File: src/rtl/spi_axi_pkg.sv
// Shared types and constants for the QSPI flash AXI controllers.
// Holds AXI response/burst codes, the write FSM states and a beat-size helper.
package spi_axi_pkg;

    localparam logic [1:0] RESP_OKAY   = 2'b00;
    localparam logic [1:0] RESP_SLVERR = 2'b10;
    localparam logic [1:0] BURST_INCR  = 2'b01;

    typedef enum logic [2:0] {
        ST_IDLE,
        ST_CMD,
        ST_DATA,
        ST_WAIT,
        ST_DRAIN,
        ST_RESP
    } wr_state_e;

    // log2 of the number of bytes in one data beat of width dw bits
    function automatic int beat_size_log2(input int dw);
        return $clog2(dw / 8);
    endfunction

endpackage

File: src/rtl/spi_axi_wr_ctrl_if.sv
// AXI4 write-channel bundle (AW, W, B) between interconnect and flash controller.
// master: drives AW/W and bready; slave: drives awready, wready and the B channel.
interface spi_axi_wr_ctrl_if #(
    parameter int DW  = 128,
    parameter int AW  = 32,
    parameter int IDW = 6
);

    logic [IDW-1:0]  awid;
    logic [AW-1:0]   awaddr;
    logic [7:0]      awlen;
    logic [2:0]      awsize;
    logic [1:0]      awburst;
    logic            awlock;
    logic [2:0]      awcache;
    logic            awvalid;
    logic            awready;

    logic [DW-1:0]   wdata;
    logic [DW/8-1:0] wstrb;
    logic            wlast;
    logic            wvalid;
    logic            wready;

    logic [IDW-1:0]  bid;
    logic [1:0]      bresp;
    logic            bvalid;
    logic            bready;

    modport master (
        output awid, awaddr, awlen, awsize, awburst, awlock, awcache, awvalid,
        input  awready,
        output wdata, wstrb, wlast, wvalid,
        input  wready,
        input  bid, bresp, bvalid,
        output bready
    );

    modport slave (
        input  awid, awaddr, awlen, awsize, awburst, awlock, awcache, awvalid,
        output awready,
        input  wdata, wstrb, wlast, wvalid,
        output wready,
        output bid, bresp, bvalid,
        input  bready
    );

endinterface

File: src/rtl/spi_axi_page_split.sv
// Segment length for a flash access: min(rem, beats left to the page end).
// In: cur_addr (beat aligned), rem (beats left). Out: beats, 1..BPP.
module spi_axi_page_split
    import spi_axi_pkg::*;
#(
    parameter int  AW         = 32,
    parameter int  DW         = 128,
    parameter int  PAGE_BYTES = 256,
    localparam int BB         = DW / 8,
    localparam int BPP        = PAGE_BYTES / BB,
    localparam int SW         = $clog2(BPP) + 1
) (
    input  logic [AW-1:0] cur_addr,
    input  logic [8:0]    rem,
    output logic [SW-1:0] beats
);

    localparam int LBB = beat_size_log2(DW);
    localparam int PB  = $clog2(PAGE_BYTES);
    localparam int CW  = (SW > 9) ? SW : 9;

    logic [SW-2:0] off_beats;
    logic [SW-1:0] to_end;
    logic [CW-1:0] to_end_w;
    logic [CW-1:0] rem_w;
    logic [CW-1:0] pick;
    logic          unused_addr;

    assign off_beats   = cur_addr[PB-1:LBB];
    assign unused_addr = ^{cur_addr[AW-1:PB], cur_addr[LBB-1:0]};

    always_comb begin
        to_end   = SW'(BPP) - {1'b0, off_beats};
        to_end_w = CW'(to_end);
        rem_w    = CW'(rem);
        pick     = (rem_w < to_end_w) ? rem_w : to_end_w;
        // pick never exceeds to_end, so it always fits in SW bits
        beats    = SW'(pick);
    end

endmodule

File: src/rtl/spi_axi_wr_ctrl.sv
// AXI4 write slave feeding the QSPI program engine, one burst at a time,
// split into page-bounded program commands, with a single B response.
// Ports: aclk/aresetn; spi_if (AXI AW/W/B slave); prog_req/addr/beats/ack
// command; prog_wdata/wvalid/wready data; prog_done/prog_err completion.
module spi_axi_wr_ctrl
    import spi_axi_pkg::*;
#(
    parameter int  DW         = 128,
    parameter int  AW         = 32,
    parameter int  IDW        = 6,
    parameter int  PAGE_BYTES = 256,
    localparam int BB         = DW / 8,
    localparam int BPP        = PAGE_BYTES / BB,
    localparam int SW         = $clog2(BPP) + 1
) (
    input  logic              aclk,
    input  logic              aresetn,
    spi_axi_wr_ctrl_if.slave  spi_if,
    output logic              prog_req,
    output logic [AW-1:0]     prog_addr,
    output logic [SW-1:0]     prog_beats,
    input  logic              prog_ack,
    output logic [DW-1:0]     prog_wdata,
    output logic              prog_wvalid,
    input  logic              prog_wready,
    input  logic              prog_done,
    input  logic              prog_err
);

    localparam int LBB = beat_size_log2(DW);

    wr_state_e      state_q, state_d;
    logic [IDW-1:0] id_q, id_d;
    logic [AW-1:0]  addr_q, addr_d;
    logic [8:0]     rem_q, rem_d;
    logic [SW-1:0]  seg_q, seg_d;
    logic           err_q, err_d;
    logic           rdy_q, rdy_d;

    logic [SW-1:0]  split_beats;
    logic           cfg_err;
    logic           beat_err;
    logic           w_hs;
    logic           unused_aw;

    assign unused_aw = spi_if.awlock ^ (^spi_if.awcache);

    spi_axi_page_split #(
        .AW         (AW),
        .DW         (DW),
        .PAGE_BYTES (PAGE_BYTES)
    ) u_split (
        .cur_addr (addr_q),
        .rem      (rem_q),
        .beats    (split_beats)
    );

    assign cfg_err = (spi_if.awburst != BURST_INCR)
                   | (spi_if.awsize != 3'(LBB))
                   | (spi_if.awaddr[LBB-1:0] != '0);

    assign beat_err = ~(&spi_if.wstrb)
                    | (spi_if.wlast != (rem_q == 9'd1));

    assign w_hs = spi_if.wvalid & prog_wready;

    always_comb begin
        state_d = state_q;
        id_d    = id_q;
        addr_d  = addr_q;
        rem_d   = rem_q;
        seg_d   = seg_q;
        err_d   = err_q;
        // awready stays low for the first cycle out of reset
        rdy_d   = 1'b1;

        spi_if.awready = 1'b0;
        spi_if.wready  = 1'b0;
        spi_if.bid     = '0;
        spi_if.bresp   = RESP_OKAY;
        spi_if.bvalid  = 1'b0;
        prog_req       = 1'b0;
        prog_addr      = '0;
        prog_beats     = '0;
        prog_wdata     = '0;
        prog_wvalid    = 1'b0;

        unique case (state_q)
            ST_IDLE: begin
                spi_if.awready = rdy_q;
                if (rdy_q && spi_if.awvalid) begin
                    id_d    = spi_if.awid;
                    addr_d  = spi_if.awaddr;
                    rem_d   = {1'b0, spi_if.awlen} + 9'd1;
                    err_d   = cfg_err;
                    state_d = cfg_err ? ST_DRAIN : ST_CMD;
                end
            end
            ST_CMD: begin
                prog_req   = 1'b1;
                prog_addr  = addr_q;
                prog_beats = split_beats;
                if (prog_ack) begin
                    seg_d   = split_beats;
                    state_d = ST_DATA;
                end
            end
            ST_DATA: begin
                prog_wvalid   = spi_if.wvalid;
                prog_wdata    = spi_if.wdata;
                spi_if.wready = prog_wready;
                if (w_hs) begin
                    seg_d  = seg_q - SW'(1);
                    rem_d  = rem_q - 9'd1;
                    addr_d = addr_q + AW'(BB);
                    if (beat_err) begin
                        err_d = 1'b1;
                    end
                    if (seg_q == SW'(1)) begin
                        state_d = ST_WAIT;
                    end
                end
            end
            ST_WAIT: begin
                if (prog_done) begin
                    if (prog_err) begin
                        err_d = 1'b1;
                    end
                    if (prog_err && rem_q != 9'd0) begin
                        state_d = ST_DRAIN;
                    end else if (rem_q != 9'd0) begin
                        state_d = ST_CMD;
                    end else begin
                        state_d = ST_RESP;
                    end
                end
            end
            ST_DRAIN: begin
                if (rem_q == 9'd0) begin
                    state_d = ST_RESP;
                end else begin
                    spi_if.wready = 1'b1;
                    if (spi_if.wvalid) begin
                        rem_d = rem_q - 9'd1;
                        if (rem_q == 9'd1) begin
                            state_d = ST_RESP;
                        end
                    end
                end
            end
            ST_RESP: begin
                spi_if.bvalid = 1'b1;
                spi_if.bid    = id_q;
                spi_if.bresp  = err_q ? RESP_SLVERR : RESP_OKAY;
                if (spi_if.bready) begin
                    err_d   = 1'b0;
                    state_d = ST_IDLE;
                end
            end
            default: begin
                state_d = ST_IDLE;
            end
        endcase
    end

    always_ff @(posedge aclk or negedge aresetn) begin
        if (!aresetn) begin
            state_q <= ST_IDLE;
            id_q    <= '0;
            addr_q  <= '0;
            rem_q   <= '0;
            seg_q   <= '0;
            err_q   <= 1'b0;
            rdy_q   <= 1'b0;
        end else begin
            state_q <= state_d;
            id_q    <= id_d;
            addr_q  <= addr_d;
            rem_q   <= rem_d;
            seg_q   <= seg_d;
            err_q   <= err_d;
            rdy_q   <= rdy_d;
        end
    end

endmodule

File: src/flat_wrapper.sv
// flat-port wrapper written by rule: the top's interface ports become plain ports
module spi_axi_wr_ctrl_flat import spi_axi_pkg::*;
#(
    parameter int  DW         = 128,
    parameter int  AW         = 32,
    parameter int  IDW        = 6,
    parameter int  PAGE_BYTES = 256,
    localparam int BB         = DW / 8,
    localparam int BPP        = PAGE_BYTES / BB,
    localparam int SW         = $clog2(BPP) + 1
)
  (aclk, aresetn, prog_req, prog_addr, prog_beats, prog_ack, prog_wdata, prog_wvalid, prog_wready, prog_done, prog_err, spi_if_awid, spi_if_awaddr, spi_if_awlen, spi_if_awsize, spi_if_awburst, spi_if_awlock, spi_if_awcache, spi_if_awvalid, spi_if_awready, spi_if_wdata, spi_if_wstrb, spi_if_wlast, spi_if_wvalid, spi_if_wready, spi_if_bid, spi_if_bresp, spi_if_bvalid, spi_if_bready);
  spi_axi_wr_ctrl_if #(.DW(DW), .AW(AW), .IDW(IDW)) spi_if_i ();
  input  logic aclk;
  input  logic aresetn;
  output logic prog_req;
  output logic [AW-1:0] prog_addr;
  output logic [SW-1:0] prog_beats;
  input  logic prog_ack;
  output logic [DW-1:0] prog_wdata;
  output logic prog_wvalid;
  input  logic prog_wready;
  input  logic prog_done;
  input  logic prog_err;
  input wire logic [$bits(spi_if_i.awid)-1:0] spi_if_awid;
  input wire logic [$bits(spi_if_i.awaddr)-1:0] spi_if_awaddr;
  input wire logic [$bits(spi_if_i.awlen)-1:0] spi_if_awlen;
  input wire logic [$bits(spi_if_i.awsize)-1:0] spi_if_awsize;
  input wire logic [$bits(spi_if_i.awburst)-1:0] spi_if_awburst;
  input wire logic [$bits(spi_if_i.awlock)-1:0] spi_if_awlock;
  input wire logic [$bits(spi_if_i.awcache)-1:0] spi_if_awcache;
  input wire logic [$bits(spi_if_i.awvalid)-1:0] spi_if_awvalid;
  output wire logic [$bits(spi_if_i.awready)-1:0] spi_if_awready;
  input wire logic [$bits(spi_if_i.wdata)-1:0] spi_if_wdata;
  input wire logic [$bits(spi_if_i.wstrb)-1:0] spi_if_wstrb;
  input wire logic [$bits(spi_if_i.wlast)-1:0] spi_if_wlast;
  input wire logic [$bits(spi_if_i.wvalid)-1:0] spi_if_wvalid;
  output wire logic [$bits(spi_if_i.wready)-1:0] spi_if_wready;
  output wire logic [$bits(spi_if_i.bid)-1:0] spi_if_bid;
  output wire logic [$bits(spi_if_i.bresp)-1:0] spi_if_bresp;
  output wire logic [$bits(spi_if_i.bvalid)-1:0] spi_if_bvalid;
  input wire logic [$bits(spi_if_i.bready)-1:0] spi_if_bready;
  assign spi_if_i.awid = spi_if_awid;
  assign spi_if_i.awaddr = spi_if_awaddr;
  assign spi_if_i.awlen = spi_if_awlen;
  assign spi_if_i.awsize = spi_if_awsize;
  assign spi_if_i.awburst = spi_if_awburst;
  assign spi_if_i.awlock = spi_if_awlock;
  assign spi_if_i.awcache = spi_if_awcache;
  assign spi_if_i.awvalid = spi_if_awvalid;
  assign spi_if_awready = spi_if_i.awready;
  assign spi_if_i.wdata = spi_if_wdata;
  assign spi_if_i.wstrb = spi_if_wstrb;
  assign spi_if_i.wlast = spi_if_wlast;
  assign spi_if_i.wvalid = spi_if_wvalid;
  assign spi_if_wready = spi_if_i.wready;
  assign spi_if_bid = spi_if_i.bid;
  assign spi_if_bresp = spi_if_i.bresp;
  assign spi_if_bvalid = spi_if_i.bvalid;
  assign spi_if_i.bready = spi_if_bready;
  spi_axi_wr_ctrl #(.DW(DW), .AW(AW), .IDW(IDW), .PAGE_BYTES(PAGE_BYTES)) u_core (.aclk(aclk), .aresetn(aresetn), .spi_if(spi_if_i), .prog_req(prog_req), .prog_addr(prog_addr), .prog_beats(prog_beats), .prog_ack(prog_ack), .prog_wdata(prog_wdata), .prog_wvalid(prog_wvalid), .prog_wready(prog_wready), .prog_done(prog_done), .prog_err(prog_err));
endmodule
File: config.mk
export PLATFORM = sky130hd
export DESIGN_NAME = spi_axi_wr_ctrl_flat
export DESIGN_NICKNAME = d
export VERILOG_FILES = /design/src/rtl/spi_axi_pkg.sv /design/src/rtl/spi_axi_wr_ctrl_if.sv /design/src/rtl/spi_axi_page_split.sv /design/src/rtl/spi_axi_wr_ctrl.sv /design/src/flat_wrapper.sv
export SDC_FILE = /design/constraint.sdc
export NUM_CORES = 1
export LEC_CHECK = 0
export CAP_MARGIN = 20
export CORE_AREA = 2 2 150 152
export CTS_BUF_LIST = sky130_fd_sc_hd__clkbuf_4
export CTS_CLUSTER_DIAMETER = 80
export DETAILED_ROUTE_END_ITERATION = 8
export DIE_AREA = 0 0 152 154
export PLACE_DENSITY = 0.63
export SLEW_MARGIN = 20
export SYNTH_ARGS = -nofsm -noshare
export SYNTH_HDL_FRONTEND = slang
export SYNTH_SLANG_ARGS = --single-unit
export TNS_END_PERCENT = 50
File: constraint.sdc
create_clock -name aclk -period 4.9 [get_ports aclk]
set_clock_uncertainty 0.2 [all_clocks]
set_input_delay 0.98 -clock aclk [delete_from_list [all_inputs] [get_ports aclk]]
set_output_delay 0.98 -clock aclk [all_outputs]
set_load 0.005 [all_outputs]
Word-level counts from Yosys, hierarchy flattened --
Cells that the tools add are included. W data, S select, Z words.
Cells by class: add/sub/neg operators 5, magnitude comparators 1, divide/modulo/power cells 0, muxes and demuxes 44, reductions and logical operators 17, $mul 0, shift operators 0, equality and inequality tests 22, bitwise operators 5
Operators with widths (count):
- $mux W128 | 1
- $mux W32 | 3
- $pmux W32 S2 | 1
- $mux W3 | 12
- $mux W9 | 4
- $add A32 B5 Y32 const B | 1
- $pmux W9 S3 | 1
- $mux W5 | 4
- $pmux W3 S6 | 1
- $reduce_and A16 Y1 | 1
- $ne A2 B2 Y1 const B | 6
- $mux W1 | 11
- $ne A2 B1 Y1 const B | 5
- $pmux W5 S2 | 1
- $add A8 B1 Y9 const B | 1
- $eq A9 B1 Y1 const B | 1
- $logic_not A9 Y1 | 1
- $lt A9 B5 Y1 | 1
- $reduce_bool A9 Y1 | 1
- $sub A9 B1 Y9 const B | 1
- $reduce_and A8 Y1 | 1
- $reduce_bool A4 Y1 | 2
- $reduce_and A7 Y1 | 1
- $eq A3 B2 Y1 const B | 2
- 23 further kinds | 30
Word-level totals: bits of input ports 209, ROM bits 0, latch bits 0, memories kept 0, register bits 57, word-level logic and storage cells 101, RAM bits 0

Logic depth before layout (Yosys ltp) --
Gate-level depths: netlist of the first run.
depth in word-level cells 6, gate-level depth with buffers 10

Cells and area by module --
From an unflattened synthesis of the first run, not the netlist that was laid out.
Unflattened totals: cell total of the unflattened synthesis 673, area total of the unflattened synthesis 5138.7 um^2
Modules (own cells, without submodules):
- spi_axi_wr_ctrl | area an instance 4901.0 um^2, cells each 644, times used 1
- spi_axi_page_split | area an instance 237.7 um^2, cells each 29, times used 1

Worst setup path after synthesis of the first run --
Ideal clock, no wire load.
kind register to output, start register u_core.addr_q[4], end output port prog_beats[4], data arrival time 2.190 ns, slack 1.530 ns, cell stages (with the launch flop) 11, data required time 3.720 ns, cell sequence dfrtp_1 > inv_1 > ha_1 > xor2_1 > ha_1 > a21oi_1 > o21ai_0 > a31o_2 > buf_2 > mux2_1 > nor2_1
On the way: cells in the longest elaborated chain, start to end 4
Ends and longest elaborated chain:
- from (decl) | line spi_axi_wr_ctrl.sv:34 | logic [AW-1:0] addr_q, addr_d;
- from (signal assigned) | line spi_axi_wr_ctrl.sv:178 | addr_q <= addr_d;
- $sub A5 B4 Y5 * | line spi_axi_page_split.sv:33 | to_end = SW'(BPP) - {1'b0, off_beats};
- $lt A9 B5 Y1 | line spi_axi_page_split.sv:36 | pick = (rem_w < to_end_w) ? rem_w : to_end_w;
- $mux W5 * | line spi_axi_page_split.sv:36
- $mux W5 * | line spi_axi_wr_ctrl.sv:88 | unique case (state_q)
- to (decl) | line flat_wrapper.sv:18 | output logic [SW-1:0] prog_beats;
Mark *: on every way between the ends. The rest lies on a longest branch, timed or not.

Worst setup path after layout of the first run --
Same ends and word-level chain as after synthesis.

==> out/qor.yml, run 1 <==
worst_setup_path:
  path_class: "reg2out"
  critPathRequiredTime_ps: 3720
  startpoint_type: "flip-flop"
  crit_fanout: 9
  crit_path_end_kind: "output pin"
  crit_arrival_ps: 3250
yosys:
  synth_edf_count: 0
  ys_dominant_reg_cell: "dfrtp_1"
  netlist_area_mm2: 0.005091
  synth_cell_types: 60
  ys_warn_count: 0
  synth_seq_cells: 57
  ys_async_sr_fraction_pct: 100.0
  syn_nets: 877
  postSynthCellCount: 656
  synth_seq_area_share_pct: 28.02
  synth_area_per_cell_um2: 7.761
drt:
  drc_errors: 0
  wl_per_cell_um: 18.06
  drtPass1Iterations: 5
  via_count: 6113
  viasPerCell: 4.717
  drtIter0Drc: 316
  ant_nets: 0
  routed_wl_um: 23410
global_route:
  grt_pass1_wl_um: 35410
  grt.met2_usage_pct: 30.09
  grt_max_degree: 102
  grt_pass1_vias: 5971
  grt_busiest_layer: "met2"
  met3_usage_pct: 5.073
  grt_use_total_pct: 19.21
  use_met1_pct: 26.96
  grt.overflow.total: 0
  antenna_found_initial: 5
run_status:
  run_status: "completed"
clock_network:
  cts.sinks: 57
  htree_num_levels: 3
  cts_root_buf: "clkbuf_4"
  hold_buffers: 0
  clk_pin_slew_ps: 110
  clk_latency_ps: 430
  cts_resized: 0
  cts_made_buffers: 9
  postCtsSetupRepairBufs: 0
  cts_tree: "yes"
  ctsLongestPathBuffers: 2
min_path:
  hold_path_class: "reg2reg"
final_layout:
  nNetsFinal: 1230
  area_delta_synth_final_pct: 82.45
  post-route-util_pct: 42.83
  drive_above_1_share_pct: 4.832
power_and_ir_drop:
  power_leakage_nw: 3.594
  ir_drop_mv: 0.1469
  pwr_density_cell_mw_per_mm2: 365.5
sta:
  fmax_ghz: 0.2257
  fin_crit_sh_pct: 90.42
  rsz0062_at_grt: "no"
  min_period_ps: 4431
  final-hold-violation-count: 0
  slew_headroom_pct: 37.76
  setup_tns_ps: 0
  tightest_slew_ps: 933.6
  maxSlewViolCount: 0
  setup_viol_count_final: 0
floorplan:
  die_h_um: 154
  core-area_mm2: 0.02169
  dieArea_mm2: 0.02341
  io_pins: 387
  rows: 54
  fp.dieW_um: 152
  start_util_pct: 23.47
place:
  gp_congestion: 0.8330
  dp_hpwl_um: 18780
  port-buffer-count: 381
run:
  maxCapViolCount: 0
registers in the layout, summed over array words and instances, names as in the netlist:
name,cells
u_core.rem_q,9
u_core.seg_q,5
u_core.err_q,1
u_core.id_q,6
u_core.addr_q,32
u_core.rdy_q,1
u_core.state_q,3
critical path, cell delays in order, from the launching register on:
cell	delay, ps
dfrtp_1	500
inv_1	120
ha_1	240
xor2_1	200
ha_1	280
a21oi_1	130
o21ai_0	90
a31o_2	320
mux2_1	360
nor2_1	90
clkdlybuf4s50_1	520
Yosys cell counts (all sizes together) (13+ instances only):
| cell | instances | area [µm²] |
|---|---|---|
| nand2 | 34 | 127.6 |
| nor3 | 13 | 65.06 |
| dfrtp | 57 | 1426 |
| nand3 | 22 | 110.1 |
| o22a | 14 | 122.6 |
| a31oi | 17 | 106.4 |
| mux2 | 14 | 157.6 |
| o21ai | 30 | 150.1 |
| clkbuf | 32 | 120.1 |
| buf | 20 | 113.9 |
| nor2 | 49 | 183.9 |
| inv | 17 | 63.81 |
| a21oi | 41 | 205.2 |
| and2 | 169 | 1057 |
logic make-up after synthesis:
kind of cell,count (synthesis),synth area share [%]
AO/OA/AOI/OAI,148,19.39
XOR/XNOR,10,1.720
adder cells (fa/ha/maj),12,2.949
buffers and inverters,69,5.849
flip-flops,57,28.02
multiplexers,18,3.883
other,2,0.1475
AND/OR/NAND/NOR,340,38.04
where the power goes:
part	internal [W]	total (W)	switching, W
clock	0.000202	0.000399	0.000197
combinational	0.00108	0.00204	0.000963
sequential	0.000694	0.000951	0.000258
layer usage:
layer	vias to the layer above	wire, µm
met5	-	13
met4	2	143
met3	14	1675
met2	222	10830
met1	2874	10740
li1	3001	-
worst paths after layout:
kind	startpoint	end	slack (ps)	cells after the start
min in group asynchronous	aresetn	u_core.addr_q[10]$_DFFE_PN0P_	340	1
max	u_core.addr_q[4]$_DFFE_PN0P_	prog_beats[4]	470	10
max reg2reg	u_core.addr_q[4]$_DFFE_PN0P_	u_core.seg_q[4]$_DFFE_PN0P_	2210	9
min reg2reg	u_core.id_q[4]$_DFFE_PN0P_	u_core.id_q[4]$_DFFE_PN0P_	310	1
max in group asynchronous	aresetn	u_core.addr_q[0]$_DFFE_PN0P_	3240	2
min	u_core.id_q[4]$_DFFE_PN0P_	u_core.id_q[4]$_DFFE_PN0P_	310	1
metrics by stage:
| stage | hold WS [ps] | area (µm²) | instances | total power, W | setup WS (ps) |
|---|---|---|---|---|---|
| 2_1_floorplan | 265.6 | 5091 | 656 | 0.002058 | 1530 |
| 6_report | 306.2 | 9289 | 1296 | 0.003395 | 469.4 |
| 3_3_place_gp | 279.3 | 9131 | 1278 | 0.002983 | 915.9 |
| 5_1_grt | 327.1 | 9286 | 1295 | 0.003704 | 214.0 |
| 3_5_place_dp | 288.8 | 9131 | 1278 | 0.003004 | 919.8 |
| 4_1_cts | 313.4 | 9284 | 1294 | 0.003428 | 413.0 |
area by class of cell:
| type | instances | area, µm² |
|---|---|---|
| fillers | 2210 | 12400 |
| flip-flops and latches | 57 | 1426 |
| clock inverters | 7 | 85.08 |
| diodes | 2 | 5.005 |
| well taps | 280 | 350.3 |
| clock buffers | 9 | 67.56 |
| multi-input cells | 530 | 3372 |
| inverters | 17 | 63.81 |
| repair buffers | 394 | 3919 |
cells in the final DEF (no fill, tap or decap), types with 4 or more instances in the layout:
cell	instances
clkbuf_4	9
xnor2_1	5
buf_4	12
a21oi_1	41
inv_1	17
nor3_1	13
dfrtp_1	57
a31oi_1	17
nand3_1	22
o22ai_1	6
and3_1	12
and4_1	4
nor3b_1	4
xor2_1	5
o32ai_1	4
o21ai_0	30
o22a_1	14
mux2_2	13
nor2_1	49
ha_1	12
nand2_1	34
nand4_1	12
and2_1	169
mux2i_1	4
a22oi_1	6
clkdlybuf4s50_1	380
Note: power is estimated with default switching activity, not from simulation.
==> run 2, diff against run 1 <==
--- a/config.mk
+++ b/config.mk
@@ -8,9 +8,10 @@
 export CAP_MARGIN = 20
 export CORE_AREA = 2 2 150 152
 export CTS_BUF_LIST = sky130_fd_sc_hd__clkbuf_4
-export CTS_CLUSTER_DIAMETER = 80
+export CTS_CLUSTER_DIAMETER = 40
 export DETAILED_ROUTE_END_ITERATION = 8
 export DIE_AREA = 0 0 152 154
+export HOLD_SLACK_MARGIN = 0.12
 export PLACE_DENSITY = 0.63
 export SLEW_MARGIN = 20
 export SYNTH_ARGS = -nofsm -noshare
==> results of run 2 <==
The final DEF is identical to that of run 1; final timing and power are the same.
==> RTL change: new RTL, settings of run 1 <==
Encoding of `wr_state_e`: now Gray code (3 bits for 6 states).
--- a/src/rtl/spi_axi_pkg.sv
+++ b/src/rtl/spi_axi_pkg.sv
@@ -9,8 +9,8 @@
     typedef enum logic [2:0] {
-        ST_IDLE,
-        ST_CMD,
-        ST_DATA,
-        ST_WAIT,
-        ST_DRAIN,
-        ST_RESP
+        ST_IDLE  = 3'b000,
+        ST_CMD   = 3'b001,
+        ST_DATA  = 3'b011,
+        ST_WAIT  = 3'b010,
+        ST_DRAIN = 3'b110,
+        ST_RESP  = 3'b111
     } wr_state_e;
Function: same outputs for any inputs over 4 cycles, from zero or initial values and one cycle with aresetn low; so few cycles prove little.
==> RTL change against run 1 <==
- global-route usage decreased by 1.3 points
- worst setup slack got worse by 0.030 ns
- design area decreased by 0.24%
- routed wire length decreased by 7.7%
- sequential power increased by 7%
- total power increased by 0.28%
- area after synthesis increased by 0.20%
- utilization decreased by 0.10 points
- cell count increased by 0.15%
- sequential cell count unchanged
- highest routed layer unchanged
- largest power group unchanged
==> RTL change: results (changes against run 1) <==
Placement
The weighted congestion at the end of routability-driven global placement is 0.823 (-1.2%). The detailed placer's ending HPWL is 17,400 µm (-7.2%). The setup slack after placement was 0.911 ns (-0.00830 ns).

Drt
The wire length per cell is 16.6 µm (-7.8%). The length of routed met2 wiring is 10,400 µm (-4.4%). The length of the first detailed-routing pass in iterations is 4 (-1). The sum of met3 wire segment lengths after detailed routing is 1710 µm (+2.0%). The number of DRC markers after the initial detailed-route iteration came to 310 (-1.9%). The wire length on met1 is 9090 µm (-15%).

GRT
The pin count of the biggest net entering global routing came to 97 (-4.9%). The global routing met1 resource utilization is 0.220 (-0.0492). The global-route wire length before repair is 33,500 µm (-5.5%). The met2 routing resource usage after global routing is 0.298 (-0.00257). The global-route total usage across every layer is 0.179 (-0.0131). The global-route track usage on met3 is 0.0572 (+0.00648). The via count of the first global-routing pass was 5,866 (-1.8%). The initial antenna violation count is 4 (-1).

Yosys
The total of warnings raised by yosys is 0 (unchanged). Ranked by total cell area, the synthesized netlist is headed by dfrtp_1 (28%), and2_1 (21%), a21oi_1 (4.1%). The post-synthesis net count is 878 (+0.11%). The commonest cells after synthesis are and2_1 (171), dfrtp_1 (57), a21oi_1 (42), nor2_1 (41), nand2_1 (38).

The number of distinct library cells after synthesis is 66 (+10%). The synthesized area divided by synthesized cell count is 7.76 µm² (about the same).

Finish
The final net count came to 1,236 (+0.49%). The post-route non-filler standard cell count was 1,298 (+0.15%). The fraction of layout cells with a size suffix above 1 is 0.0502 (+0.00187). The number of fill cells is 2,227 (+0.77%).

Pwr
The maximum resistive drop on vdd is 0.000128 V (-13%). The static power due to leakage is 3.57 nW (-0.77%). The switching part of the total is 0.428 (+0.0107).

Setup path
The cell count of the worst reg-to-reg path is 8 (-1). The largest fanout on the critical path is 7 (-2). The longest individual stage delay on the worst path came to 0.54 ns (+0.02 ns). The data arrival time of the critical path is 3.28 ns (+0.03 ns).

Outcome
The flow ran to the end, and the final reports show no timing, DRC or antenna violations.

STA
The slew at the pin closest to its max-slew limit was 0.758 ns (-0.175 ns).
==> RTL change: cell types whose count changed in the layout (fill, tap and decap cells not counted), moves of 5 or more <==
cell     before  now
o22ai_1       6   14
a31oi_1      17    7
o22a_1       14    7
o21ai_1       0    5
nand3_1      22   28
nor2_1       49   40
==> RTL change: power groups by stage <==
stage | Combinational, W | Clock, W | Sequential, W
6_report | 0.00212 | 0.000268 | 0.00102
5_1_grt | 0.00236 | 0.000304 | 0.00107
4_1_cts | 0.00214 | 0.000284 | 0.00101
3_5_place_dp | 0.00213 | 0 | 0.00102
3_3_place_gp | 0.00211 | 0 | 0.00102
2_1_floorplan | 0.00129 | 0 | 0.000874
==> RTL change: cells by family after synthesis <==
group / Yosys count / synth area share
other: 2 / 0.00147
AO/OA/AOI/OAI: 148 / 0.193
XOR/XNOR: 10 / 0.0172
buffers and inverters: 62 / 0.0488
multiplexers: 18 / 0.0407
AND/OR/NAND/NOR: 348 / 0.390
adder cells (fa/ha/maj): 12 / 0.0294
flip-flops: 57 / 0.280
==> RTL change: cell type report <==
type	instances	area share
Antenna cell	2	0.000540
Clock buffer	9	0.00729
Clock inverter	3	0.00135
Inverter	16	0.00648
Multi-Input combinational cell	538	0.371
Sequential cell	57	0.154
Tap cell	280	0.0378
Timing Repair Buffer	393	0.422
==> RTL change: final timing paths <==
kind	end	slack, ns	from
worst max-delay path	prog_beats[2]	0.44	u_core.addr_q[4]
worst min register to register	u_core.addr_q[1]	0.30	u_core.addr_q[1]
worst min-delay path	u_core.addr_q[1]	0.30	u_core.addr_q[1]
min in group asynchronous	u_core.rem_q[6]	0.41	aresetn
worst max register to register	u_core.addr_q[31]	1.96	u_core.state_q[0]
max in group asynchronous	u_core.addr_q[18]	3.19	aresetn
